## src/rtl/bcd_serial_adder.sv

```systemverilog
// Three-digit BCD adder that sums one decimal digit per clock (ones, tens, hundreds)
// with a rippling decimal carry, flagging operands that contain non-BCD digits.
module bcd_serial_adder (
  input  logic       clk,
  input  logic       rst,
  input  logic       start,
  input  logic [3:0] x_ones,
  input  logic [3:0] x_tens,
  input  logic [3:0] x_huns,
  input  logic [3:0] y_ones,
  input  logic [3:0] y_tens,
  input  logic [3:0] y_huns,
  output logic [3:0] out_ones,
  output logic [3:0] out_tens,
  output logic [3:0] out_huns,
  output logic       carry,
  output logic       invalid,
  output logic       busy,
  output logic       done
);

  typedef enum logic [1:0] {IDLE, ONES, TENS, HUNS} state_t;

  state_t     state, state_next;
  logic [3:0] xo_q, xt_q, xh_q, yo_q, yt_q, yh_q;
  logic [3:0] wo_q, wt_q;
  logic       c_q, invalid_pending;
  logic [3:0] x_d, y_d, digit;
  logic [4:0] s;
  logic       c_next;
  logic       latch_invalid;

  assign latch_invalid = (x_ones > 4'd9) | (x_tens > 4'd9) | (x_huns > 4'd9) |
                         (y_ones > 4'd9) | (y_tens > 4'd9) | (y_huns > 4'd9);
  assign busy = (state != IDLE);

  always_ff @(posedge clk or posedge rst) begin
    if (rst) state <= IDLE;
    else     state <= state_next;
  end

  always_comb begin
    state_next = state;
    case (state)
      IDLE:    if (start) state_next = ONES;
      ONES:    state_next = TENS;
      TENS:    state_next = HUNS;
      HUNS:    state_next = IDLE;
      default: state_next = IDLE;
    endcase
  end

  // One shared digit adder; the state picks which operand digit pair it sees.
  always_comb begin
    x_d    = '0;
    y_d    = '0;
    digit  = '0;
    c_next = 1'b0;
    case (state)
      ONES:    begin x_d = xo_q; y_d = yo_q; end
      TENS:    begin x_d = xt_q; y_d = yt_q; end
      HUNS:    begin x_d = xh_q; y_d = yh_q; end
      default: ;
    endcase
    s = {1'b0, x_d} + {1'b0, y_d} + {4'b0000, c_q};
    if (s > 5'd9) begin
      digit  = 4'(s - 5'd10);
      c_next = 1'b1;
    end else begin
      digit  = s[3:0];
      c_next = 1'b0;
    end
  end

  always_ff @(posedge clk or posedge rst) begin
    if (rst) begin
      xo_q <= '0; xt_q <= '0; xh_q <= '0;
      yo_q <= '0; yt_q <= '0; yh_q <= '0;
      wo_q <= '0; wt_q <= '0;
      c_q <= 1'b0;
      invalid_pending <= 1'b0;
      out_ones <= '0; out_tens <= '0; out_huns <= '0;
      carry <= 1'b0;
      invalid <= 1'b0;
      done <= 1'b0;
    end else begin
      done <= 1'b0;
      case (state)
        IDLE: if (start) begin
          xo_q <= x_ones; xt_q <= x_tens; xh_q <= x_huns;
          yo_q <= y_ones; yt_q <= y_tens; yh_q <= y_huns;
          c_q <= 1'b0;
          invalid_pending <= latch_invalid;
        end
        ONES: begin wo_q <= digit; c_q <= c_next; end
        TENS: begin wt_q <= digit; c_q <= c_next; end
        HUNS: begin
          // Results only become visible here, so partial sums are never exposed.
          c_q <= c_next;
          invalid <= invalid_pending;
          done <= 1'b1;
          if (invalid_pending) begin
            out_ones <= '0; out_tens <= '0; out_huns <= '0;
            carry <= 1'b0;
          end else begin
            out_ones <= wo_q; out_tens <= wt_q; out_huns <= digit;
            carry <= c_next;
          end
        end
        default: ;
      endcase
    end
  end

endmodule
```

## config.mk

```make
export PLATFORM = sky130hd
export DESIGN_NAME = bcd_serial_adder
export DESIGN_NICKNAME = d
export VERILOG_FILES = /design/src/rtl/bcd_serial_adder.sv
export SDC_FILE = /design/constraint.sdc
export NUM_CORES = 1
export LEC_CHECK = 0
export ABC_AREA = 1
export CORE_UTILIZATION = 25
export CTS_CLUSTER_DIAMETER = 100
export DETAILED_ROUTE_END_ITERATION = 6
export GPL_TIMING_DRIVEN = 0
export HOLD_SLACK_MARGIN = 0.1
export PLACE_DENSITY = 0.46
export SLEW_MARGIN = 20
export SYNTH_ARGS = -nofsm -noshare
export SYNTH_HDL_FRONTEND = slang
export SYNTH_SLANG_ARGS = --single-unit
```

## constraint.sdc

```tcl
create_clock -name clk -period 5 [get_ports clk]
set_input_delay 0.75 -clock clk [delete_from_list [all_inputs] [get_ports clk]]
set_output_delay 0.75 -clock clk [all_outputs]
set_load 0.02 [all_outputs]
```

# After elaboration in Yosys (flattened, before gate mapping)

Cells that the tools add are included.

Reduce and logical (&&, ||, !) cells: 4
Magnitude comparators: 7
$add $sub $neg: 3
Bitwise gates (word level): 5
Muxes and demuxes: 13
Equality and inequality tests: 4

Operator list:

| kind                                                                   | count |
|---|---|
| 4-bit > comparator (second input constant)                             | 6 |
| 4-bit one-hot mux with 3 select lines                                  | 2 |
| 4-bit two-way mux                                                      | 4 |
| 2-bit one-hot mux with 4 select lines                                  | 1 |
| 4-bit by 4-bit adder with 5-bit output                                 | 1 |
| 5-bit by 1-bit adder with 5-bit output                                 | 1 |
| 5-bit by 4-bit > comparator with 1-bit output (second input constant)  | 1 |
| 1-bit OR                                                               | 5 |
| 2-bit equality test (second input constant)                            | 2 |
| 1-bit two-way mux                                                      | 4 |
| 4-bit subtractor (second input constant)                               | 1 |
| 3-bit OR reduction                                                     | 1 |
| 2-bit by 1-bit equality test with 1-bit output (second input constant) | 1 |
| 2-bit logical NOT                                                      | 1 |
| 2-bit two-way mux                                                      | 1 |
| 2-bit inequality test (second input constant)                          | 1 |
| 1-bit one-hot mux with 2 select lines                                  | 1 |
| 2-bit AND reduction                                                    | 1 |
| 2-bit nonzero test                                                     | 1 |

Flip-flop bits (word level): 51
Input bits: 27
Output and inout port bits: 16

# Longest topological paths before layout

Gate-level depths: netlist of the first run.

Word-level depth: 7
Gate-level depth with buffers: 22
Depth with buffers taken out: 21

# Worst setup path before layout of the first run

No wires, ideal clock.

Kind: register to register
From: register state[1]
To: register out_huns[1]
Data arrival time: 2.761 ns
Data required time: 4.882 ns
Cell stages (with the launch flop): 20
Path slack: 2.121 ns
Library setup time: 0.118 ns
Path through: dfrtp_1 inv_1 ha_1 buf_2 nand2_1 nand3_1 nand2_1 inv_1 fa_1 fa_1 inv_1 ha_1 inv_1 nor2_1 a21oi_2 nand2_2 nand2_4 nand2_1 nand3_1 nand2_1

Longest elaborated chain between the ends: 7
Elaborated cells on any way between the ends: 11

Ends and longest elaborated chain:

| item                                                                                     | RTL line | RTL |
|---|---|---|
| from (decl)                                                                              | 24       | `state_t state, state_next;` |
| from (signal assigned)                                                                   | 39       | `else state <= state_next;` |
| 2-bit equality test, or another cell as far along                                        | 59, 88   |  |
| 4-bit one-hot mux with 3 select lines                                                    | 59       | `case (state)` |
| 4-bit by 4-bit adder with 5-bit output                                                   | 65       | `s = {1'b0, x_d} + {1'b0, y_d} + {4'b0000, c_q};` |
| 5-bit by 1-bit adder with 5-bit output                                                   | 65       |  |
| 4-bit subtractor / 5-bit by 4-bit > comparator with 1-bit output (equally long branches) | 67, 66   |  |
| 4-bit two-way mux                                                                        | 66       | `if (s > 5'd9) begin` |
| 4-bit two-way mux                                                                        | 102      | `if (invalid_pending) begin` |
| to (signal assigned)                                                                     | 106      | `out_ones <= wo_q; out_tens <= wt_q; out_huns <= digit;` |
| to (decl)                                                                                | 15       | `output logic [3:0] out_huns,` |

Several ways; a longest one is shown, not always the timed one.
A chain may end at the register's enable or synchronous reset.

# Worst setup path in the final report of the first run

From: register state[1]
To: register wo_q[1]

Longest elaborated chain between the ends: 6
Elaborated cells on any way between the ends: 10

Ends and longest elaborated chain:

| item                                                                                         | RTL line | RTL |
|---|---|---|
| 2-bit equality test / 2-bit by 1-bit equality test with 1-bit output (equally long branches) | 59, 88   |  |
| 4-bit one-hot mux with 3 select lines                                                        | 59       |  |
| 4-bit by 4-bit adder with 5-bit output                                                       | 65       |  |
| 5-bit by 1-bit adder with 5-bit output                                                       | 65       |  |
| 4-bit subtractor / 5-bit by 4-bit > comparator with 1-bit output (equally long branches)     | 67, 66   |  |
| 4-bit two-way mux                                                                            | 66       |  |
| to (signal assigned)                                                                         | 95       | `ONES: begin wo_q <= digit; c_q <= c_next; end` |
| to (decl)                                                                                    | 26       | `logic [3:0] wo_q, wt_q;` |

Several ways; a longest one is shown, not always the timed one.

==> summary.md, run 1 <==
| Metric | Value |
|---|---|
| Slowest CP cell | `fa_1` |
| Mapped Nets | `348` |
| Area of the multi-input gates | `0.001027 mm2` |
| Final setup viols | `0` |
| Leakage power | `1.657 nW` |
| Outcome | `completed` |
| Worst Skew | `0.004404 ns` |
| Synth top area share | `0.5110` |
| Hold Crit Class | `flop to flop` |
| DRT iter0 DRCs | `70` |
| Area of placed instances | `0.003104 mm2` |
| Clk sinks | `51` |
| Antenna diodes | `0` |
| Synth Register Bits | `51` |
| DIE AREA | `0.01039 mm2` |
| Final Net Count | `398` |
| Top cell by count, worst path | `nand2_1` |
| Crit path DAT | `3.50 ns` |
| CP Class | `flop to flop` |
| Total grt overflow | `0` |
| Number of flops mapped to enable cells by yosys | `0` |
| Final Wtd Congestion | `0.8132` |
| Total negative slack for setup checks | `0 ns` |
| Async set-reset flop share out of synthesis | `1.000` |
| Primary FF master, synth | `dfrtp_1` |
| DRC Markers | `0` |
| DR WL/cell | `11.18 um` |
| Critical Path Fanout Max | `10` |
| Setup WS post-layout | `1.702 ns` |
| Number of detailed-route iterations in the first pass | `5` |
| Critical path cell sequence | `inv_1 -> ha_1 -> buf_2 -> nand2_1 -> nand3_1 -> nand2_1 -> inv_1 -> fa_1 -> fa_1 -> nand2_1 -> nand2_2 -> ha_1 -> inv_1 -> nor2_1 -> a21oi_2 -> nand2_2 -> nand2_4 -> nand2_1 -> nand3_1 -> nand2_1` |
| Number of global-route vias before repair | `2036` |
| FILL cells | `1074` |
| RSZ-0062 raised after global routing | `false` |
| Vias/cell | `4.154` |
| Starting Density | `0.2567` |
| Initial antenna violation count | `0` |
| Root Buffer | `clkbuf_8` |
| Worst-margin pin slew | `0.5639 ns` |
| Clock latency on the worst-skew pair | `0.30 ns` |
| Register area share after synthesis | `0.5110` |
| Layout cells sized above 1 | `0.05817` |
| Largest net degree at the start of global routing | `27` |
| Worst path max stage delay | `0.41 ns` |
| Final WL | `5522 um` |
| CTS buffer count | `5` |
| Fin area | `0.003204 mm2` |
| Min Hold Slack | `0.4843 ns` |
| Hold_buf cts | `0` |
| Synth area leaders | `dfrtp_1, nand2_1, inv_1, nand3_1, ha_1` |
| TritonCTS clock tree | `done` |
| Sequential Area | `0.001276 mm2` |
| Placement Setup Slack | `1.686 ns` |
| Clock-pin slew on the worst setup and hold paths | `0.09 ns` |
| Worst rel slew slack | `0.6235` |
| Ys Warns | `0` |
| Max Root-Sink Buffers | `2` |
| Cell area after synthesis | `0.002497 mm2` |
| Max Cap Viol | `0` |
| Vias | `2052` |
| CTS HTree Levels | `2` |
| Pwr/cell area | `639.4 mW/mm2` |
| Reg2Reg Depth | `20` |
| I/O Buffers | `42` |
| Crit end category | `flop` |
| First-pass GRT wire length | `9591 um` |
| Period utilization | `0.6597` |
| DP HPWL | `4227 um` |
| Required @ worst endpoint | `5.20 ns` |
| Syn avg cell area | `8.056 um2` |
| Peak VDD IR | `0.0002020 V` |
| Core area | `0.009729 mm2` |
| Post-Route Utilization | `0.3293` |
| All-layer global routing usage | `0.1188` |
| Largest area contributor in the netlist | `dfrtp_1` |
| Worst setup SP type | `flop` |
| Final worst path period need | `3.298 ns` |
| Horiz. Die Dim | `101.9 um` |
| Fmax | `0.3032 GHz` |
| Post-CTS Setup Inserts | `0` |
| Antenna Violating Nets Remaining | `0` |
| IO Count | `43` |
| Num rows | `36` |
| Synth unique cells | `18` |
| Synth cell count leaders | `nand2_1, dfrtp_1, inv_1, nand3_1, o21ai_0` |
| Area growth, synth to finish | `28.31%` |
| Top-count cell post-synth | `nand2_1` |
| Post-CTS sizing | `0` |
| Hold Path Stages | `2` |
| Count of final hold-check violations | `0` |
| Chip height | `101.9 um` |
| Post-Syn Instances | `310` |
| Fin. max-slew vios | `0` |
[area by class of cell]
type / count / share of cell area
clock buffers: 8 / 0.03124
well taps: 133 / 0.05193
flip-flops and latches: 51 / 0.3983
multi-input cells: 209 / 0.3206
inverters: 41 / 0.04803
plain buffers: 9 / 0.01250
repair buffers: 43 / 0.1374
[through the flow]
step	total power, mW	cells
floorplan	1.485	310
global placement	1.801	485
detailed placement	1.811	486
CTS	2.080	494
global route	2.269	494
finish	2.049	494
[report_power, final]
part / internal (mW) / switching [mW]
Clock: 0.127 / 0.134
Sequential: 0.583 / 0.0911
Combinational: 0.420 / 0.695
Total: 1.13 / 0.919
[critical path, delay by kind of cell, from the launching register on]
kind | cells | cell delay, ns
adder cells (fa/ha/maj) | 4 | 1.31
flip-flops | 1 | 0.39
AO/OA/AOI/OAI | 1 | 0.12
AND/OR/NAND/NOR | 11 | 0.92
buffers and inverters | 4 | 0.46
[flip-flops by register name, indices dropped and copies added, names as in the netlist, 2 cells and up]
name / cells
xo_q: 4
yt_q: 4
wo_q: 4
xt_q: 4
out_huns: 4
wt_q: 4
state: 2
out_tens: 4
out_ones: 4
yo_q: 4
yh_q: 4
xh_q: 4
[layer usage]
layer,vias to the layer above,global-route usage,share of wire,wire (um)
li1,1062,-,-,-
met1,936,0.1505,0.48,2647
met2,48,0.2084,0.47,2581
met3,6,0.02462,0.044,245
met4,0,0.02637,0.0085,47
met5,-,0,0,0
[cells in the final DEF (no fill, tap or decap)]
cell	netlist	final
buf_2	5	5
nand2_1	123	123
clkbuf_8	0	7
clkinv_1	1	1
ha_1	9	9
a22o_1	7	7
inv_2	0	1
nand2_2	4	4
a21oi_1	5	5
inv_1	40	39
clkbuf_1	4	5
dfrtp_1	51	51
nand2_4	1	1
clkdlybuf4s50_1	0	42
nand4_1	1	1
nor3_1	1	1
buf_12	0	1
a21oi_2	2	2
nand3_1	25	25
fa_1	2	2
nor2_1	7	7
o21ai_0	22	22
[kinds of logic (layout without fill, tap and decap cells)]
family / count (synthesis) / after routing / synth area share
and+or+nand+nor: 162 / 162 / 0.2645
DFF: 51 / 51 / 0.5110
buffers and inverters: 50 / 101 / 0.07765
AOI/OAI and AO/OA: 36 / 36 / 0.08567
adders and majority gates: 11 / 11 / 0.06112
[final timing paths]
path                                    startpoint                       to  slack, ns
min                        out_huns[2]$_DFFE_PP0N_  out_huns[2]$_DFFE_PP0N_       0.48
max reg2reg                   state[1]$_DFFE_PP0P_      wo_q[1]$_DFFE_PP0N_       1.70
min reg2reg                out_huns[2]$_DFFE_PP0N_  out_huns[2]$_DFFE_PP0N_       0.48
min in group asynchronous                      rst      xt_q[0]$_DFFE_PP0P_       0.82
max                           state[1]$_DFFE_PP0P_      wo_q[1]$_DFFE_PP0N_       1.70
max in group asynchronous                      rst           done$_DFF_PP0_       3.65
Note: power is estimated with default switching activity, not from simulation.
==> run 2: changes to the inputs <==
- clock period: 5 -> 3.1 ns (I/O delays scaled with it)
==> run 2 against run 1 <==
Compared with the run above:
- core utilization increased by 0.89 points
- critical endpoint unchanged
- via count increased by 1.9%
- register-to-register slack got worse by 1.5 ns
- critical path depth decreased by 2
- clock skew decreased by 0.00077 ns
==> summary.md, run 2 (synthesis gave the netlist of run 1 again) <==
| Metric | Value |
|---|---|
| CTS HTree Levels | `2` |
| DIE AREA | `0.01039 mm2` |
| Top cell by count, worst path | `nand2_1` |
| Top delay family on crit path | `adder cells` |
| Pwr/cell area | `1063 mW/mm2` |
| Launch point of the worst reg-to-reg path | `state[0]$_DFFE_PP0P_` |
| Placed cell count | `486` |
| Layout cells sized above 1 | `0.1041` |
| Hold_buf cts | `0` |
| All-layer global routing usage | `0.1187` |
| Hold Crit Class | `flop to flop` |
| Number of global-route vias before repair | `2037` |
| Crit path buffers/inverters | `4` |
| Worst path max stage delay | `0.55 ns` |
| Worst rel slew slack | `0.6220` |
| Final worst path period need | `2.929 ns` |
| Num rows | `36` |
| Final setup viols | `0` |
| Clk sinks | `51` |
| First-pass GRT wire length | `9604 um` |
| Chip height | `101.9 um` |
| Commonest non-fill, non-tap cells in the layout | `nand2_1, dfrtp_1, clkdlybuf4s50_1, inv_1, nand3_1` |
| Clock latency on the worst-skew pair | `0.30 ns` |
| DRT iter0 DRCs | `84` |
| Most common cell after layout, fill and taps aside | `nand2_1` |
| Max Root-Sink Buffers | `2` |
| IO Count | `43` |
| Peak VDD IR | `0.0003678 V` |
| DP HPWL | `4227 um` |
| Total negative slack for setup checks | `0 ns` |
| Worst setup SP type | `flop` |
| Required @ worst endpoint | `3.30 ns` |
| Critical path cell sequence | `ha_4 -> buf_6 -> nand2_1 -> nand3_1 -> nand2_1 -> inv_1 -> fa_2 -> fa_2 -> inv_1 -> ha_2 -> inv_2 -> nor2_1 -> a21oi_2 -> nand2_2 -> nand2_4 -> nand2_1 -> nand3_1 -> nand2_1` |
| WHS Endpoint | `out_huns[2]$_DFFE_PP0N_` |
| CTS buffer count | `5` |
| Vias | `2091` |
| Count of final hold-check violations | `0` |
| Number of detailed-route iterations in the first pass | `5` |
| Antenna diodes | `0` |
| Largest net degree at the start of global routing | `27` |
| Period utilization | `0.9450` |
| Fmax | `0.3414 GHz` |
| Hold Path Stages | `2` |
| RSZ-0062 raised after global routing | `false` |
| Final Net Count | `402` |
| TritonCTS clock tree | `done` |
| Critical Path Fanout Max | `10` |
| Vias/cell | `4.199` |
| Starting Density | `0.2567` |
| Min-delay src | `out_huns[2]$_DFFE_PP0N_` |
| Reg2Reg Depth | `18` |
| I/O Buffers | `42` |
| Crit end category | `flop` |
| Crit path DAT | `3.13 ns` |
| Max Cap Viol | `0` |
| DR WL/cell | `11.29 um` |
| Root Buffer | `clkbuf_8` |
| Final non-filler cell total | `498` |
| Antenna Violating Nets Remaining | `0` |
| Total grt overflow | `0` |
| Worst-margin pin slew | `0.5662 ns` |
| Worst Skew | `0.003634 ns` |
| Clock-pin slew on the worst setup and hold paths | `0.09 ns` |
| Fin. max-slew vios | `0` |
| CP Class | `flop to flop` |
| Outcome | `completed` |
| Core area | `0.009729 mm2` |
| Area growth, synth to finish | `31.76%` |
| R2R Path End | `wo_q[1]$_DFFE_PP0N_` |
| Final WL | `5621 um` |
| Leakage power | `1.672 nW` |
| Slowest CP cell | `fa_2` |
| Horiz. Die Dim | `101.9 um` |
| Initial antenna violation count | `0` |
| Final Wtd Congestion | `0.8132` |
| DRC Markers | `0` |
| R2r setup slk | `0.17 ns` |
run 2: cell types whose count changed in the layout (fill, tap and decap cells not counted), moves of 3 or more:
cell	change
inv_1	-3
inv_2	+3
ha_1	-4
buf_4	+5
run 2: metal layers:
layer / vias up / GRT usage / share of wire
li1: 1075 / - / -
met1: 957 / 0.1518 / 0.48
met2: 53 / 0.2063 / 0.47
met3: 6 / 0.02462 / 0.042
met4: 0 / 0.02637 / 0.0084
met5: - / 0 / 0
run 2: final cells by class:
type / count / area, um2
buffer: 8 / 41.29
multi-input combinational: 209 / 1070
sequential: 51 / 1279
tap: 133 / 166.4
clock buffer: 8 / 100.1
inverter: 41 / 156.4
timing repair buffer: 48 / 478.0
fill: 1074 / 6439
run 2: repair_timing:
action                                  CTS  global route
gates resized for setup                  12             8
pin swaps                                 2             3
endpoints found under the setup margin   11            11
setup buffers                             2             3
run 2: how the worst max path moves through the flow:
stage / cells past startpoint / startpoint / to
finish: 18 / state[0]$_DFFE_PP0P_ / wo_q[1]$_DFFE_PP0N_
CTS: 18 / state[0]$_DFFE_PP0P_ / wo_q[1]$_DFFE_PP0N_
floorplan: 19 / state[1]$_DFFE_PP0P_ / out_huns[1]$_DFFE_PP0N_
detailed placement: 20 / state[1]$_DFFE_PP0P_ / wo_q[1]$_DFFE_PP0N_
global route: 22 / state[1]$_DFFE_PP0P_ / wt_q[3]$_DFFE_PP0N_
global placement: 19 / state[1]$_DFFE_PP0P_ / wo_q[1]$_DFFE_PP0N_
run 2: report_power, final:
part	total, mW	switching [mW]	leakage, nW	internal (mW)
clock	0.420	0.216	0.0515	0.204
sequential	1.10	0.153	0.649	0.943
combinational	1.98	1.18	0.971	0.801
total	3.50	1.55	1.67	1.95
run 2: worst register-to-register path: stages (launching register included):
cell and delay (ns):
dfrtp_2 0.45, ha_4 0.20, buf_6 0.15, nand2_1 0.07, nand3_1 0.08, nand2_1 0.06
inv_1 0.06, fa_2 0.35, fa_2 0.55, inv_1 0.06, ha_2 0.18, inv_2 0.05
nor2_1 0.04, a21oi_2 0.11, nand2_2 0.10, nand2_4 0.10, nand2_1 0.09, nand3_1 0.10
nand2_1 0.05
run 2: through the flow:
step                      power, mW  utilization  setup slack [ns]  cell area (um2)  hold WS (ns)
final                         3.497       0.3382            0.1706             3291        0.4840
after global routing          3.856       0.3382          0.004527             3291        0.5094
after global placement        2.905       0.3170           -0.2080             3084        0.4647
after detailed placement      2.921       0.3191           -0.2143             3104        0.4662
after CTS                     3.438       0.3345          0.002474             3254        0.4903
after floorplan               2.395            -            0.2210             2497        0.4487
==> run 3: changes to the inputs <==
- CTS_CLUSTER_DIAMETER: 100 -> 40
==> results of run 3 <==
Same layout as run 2: the final DEF is identical, and so are final timing and power.
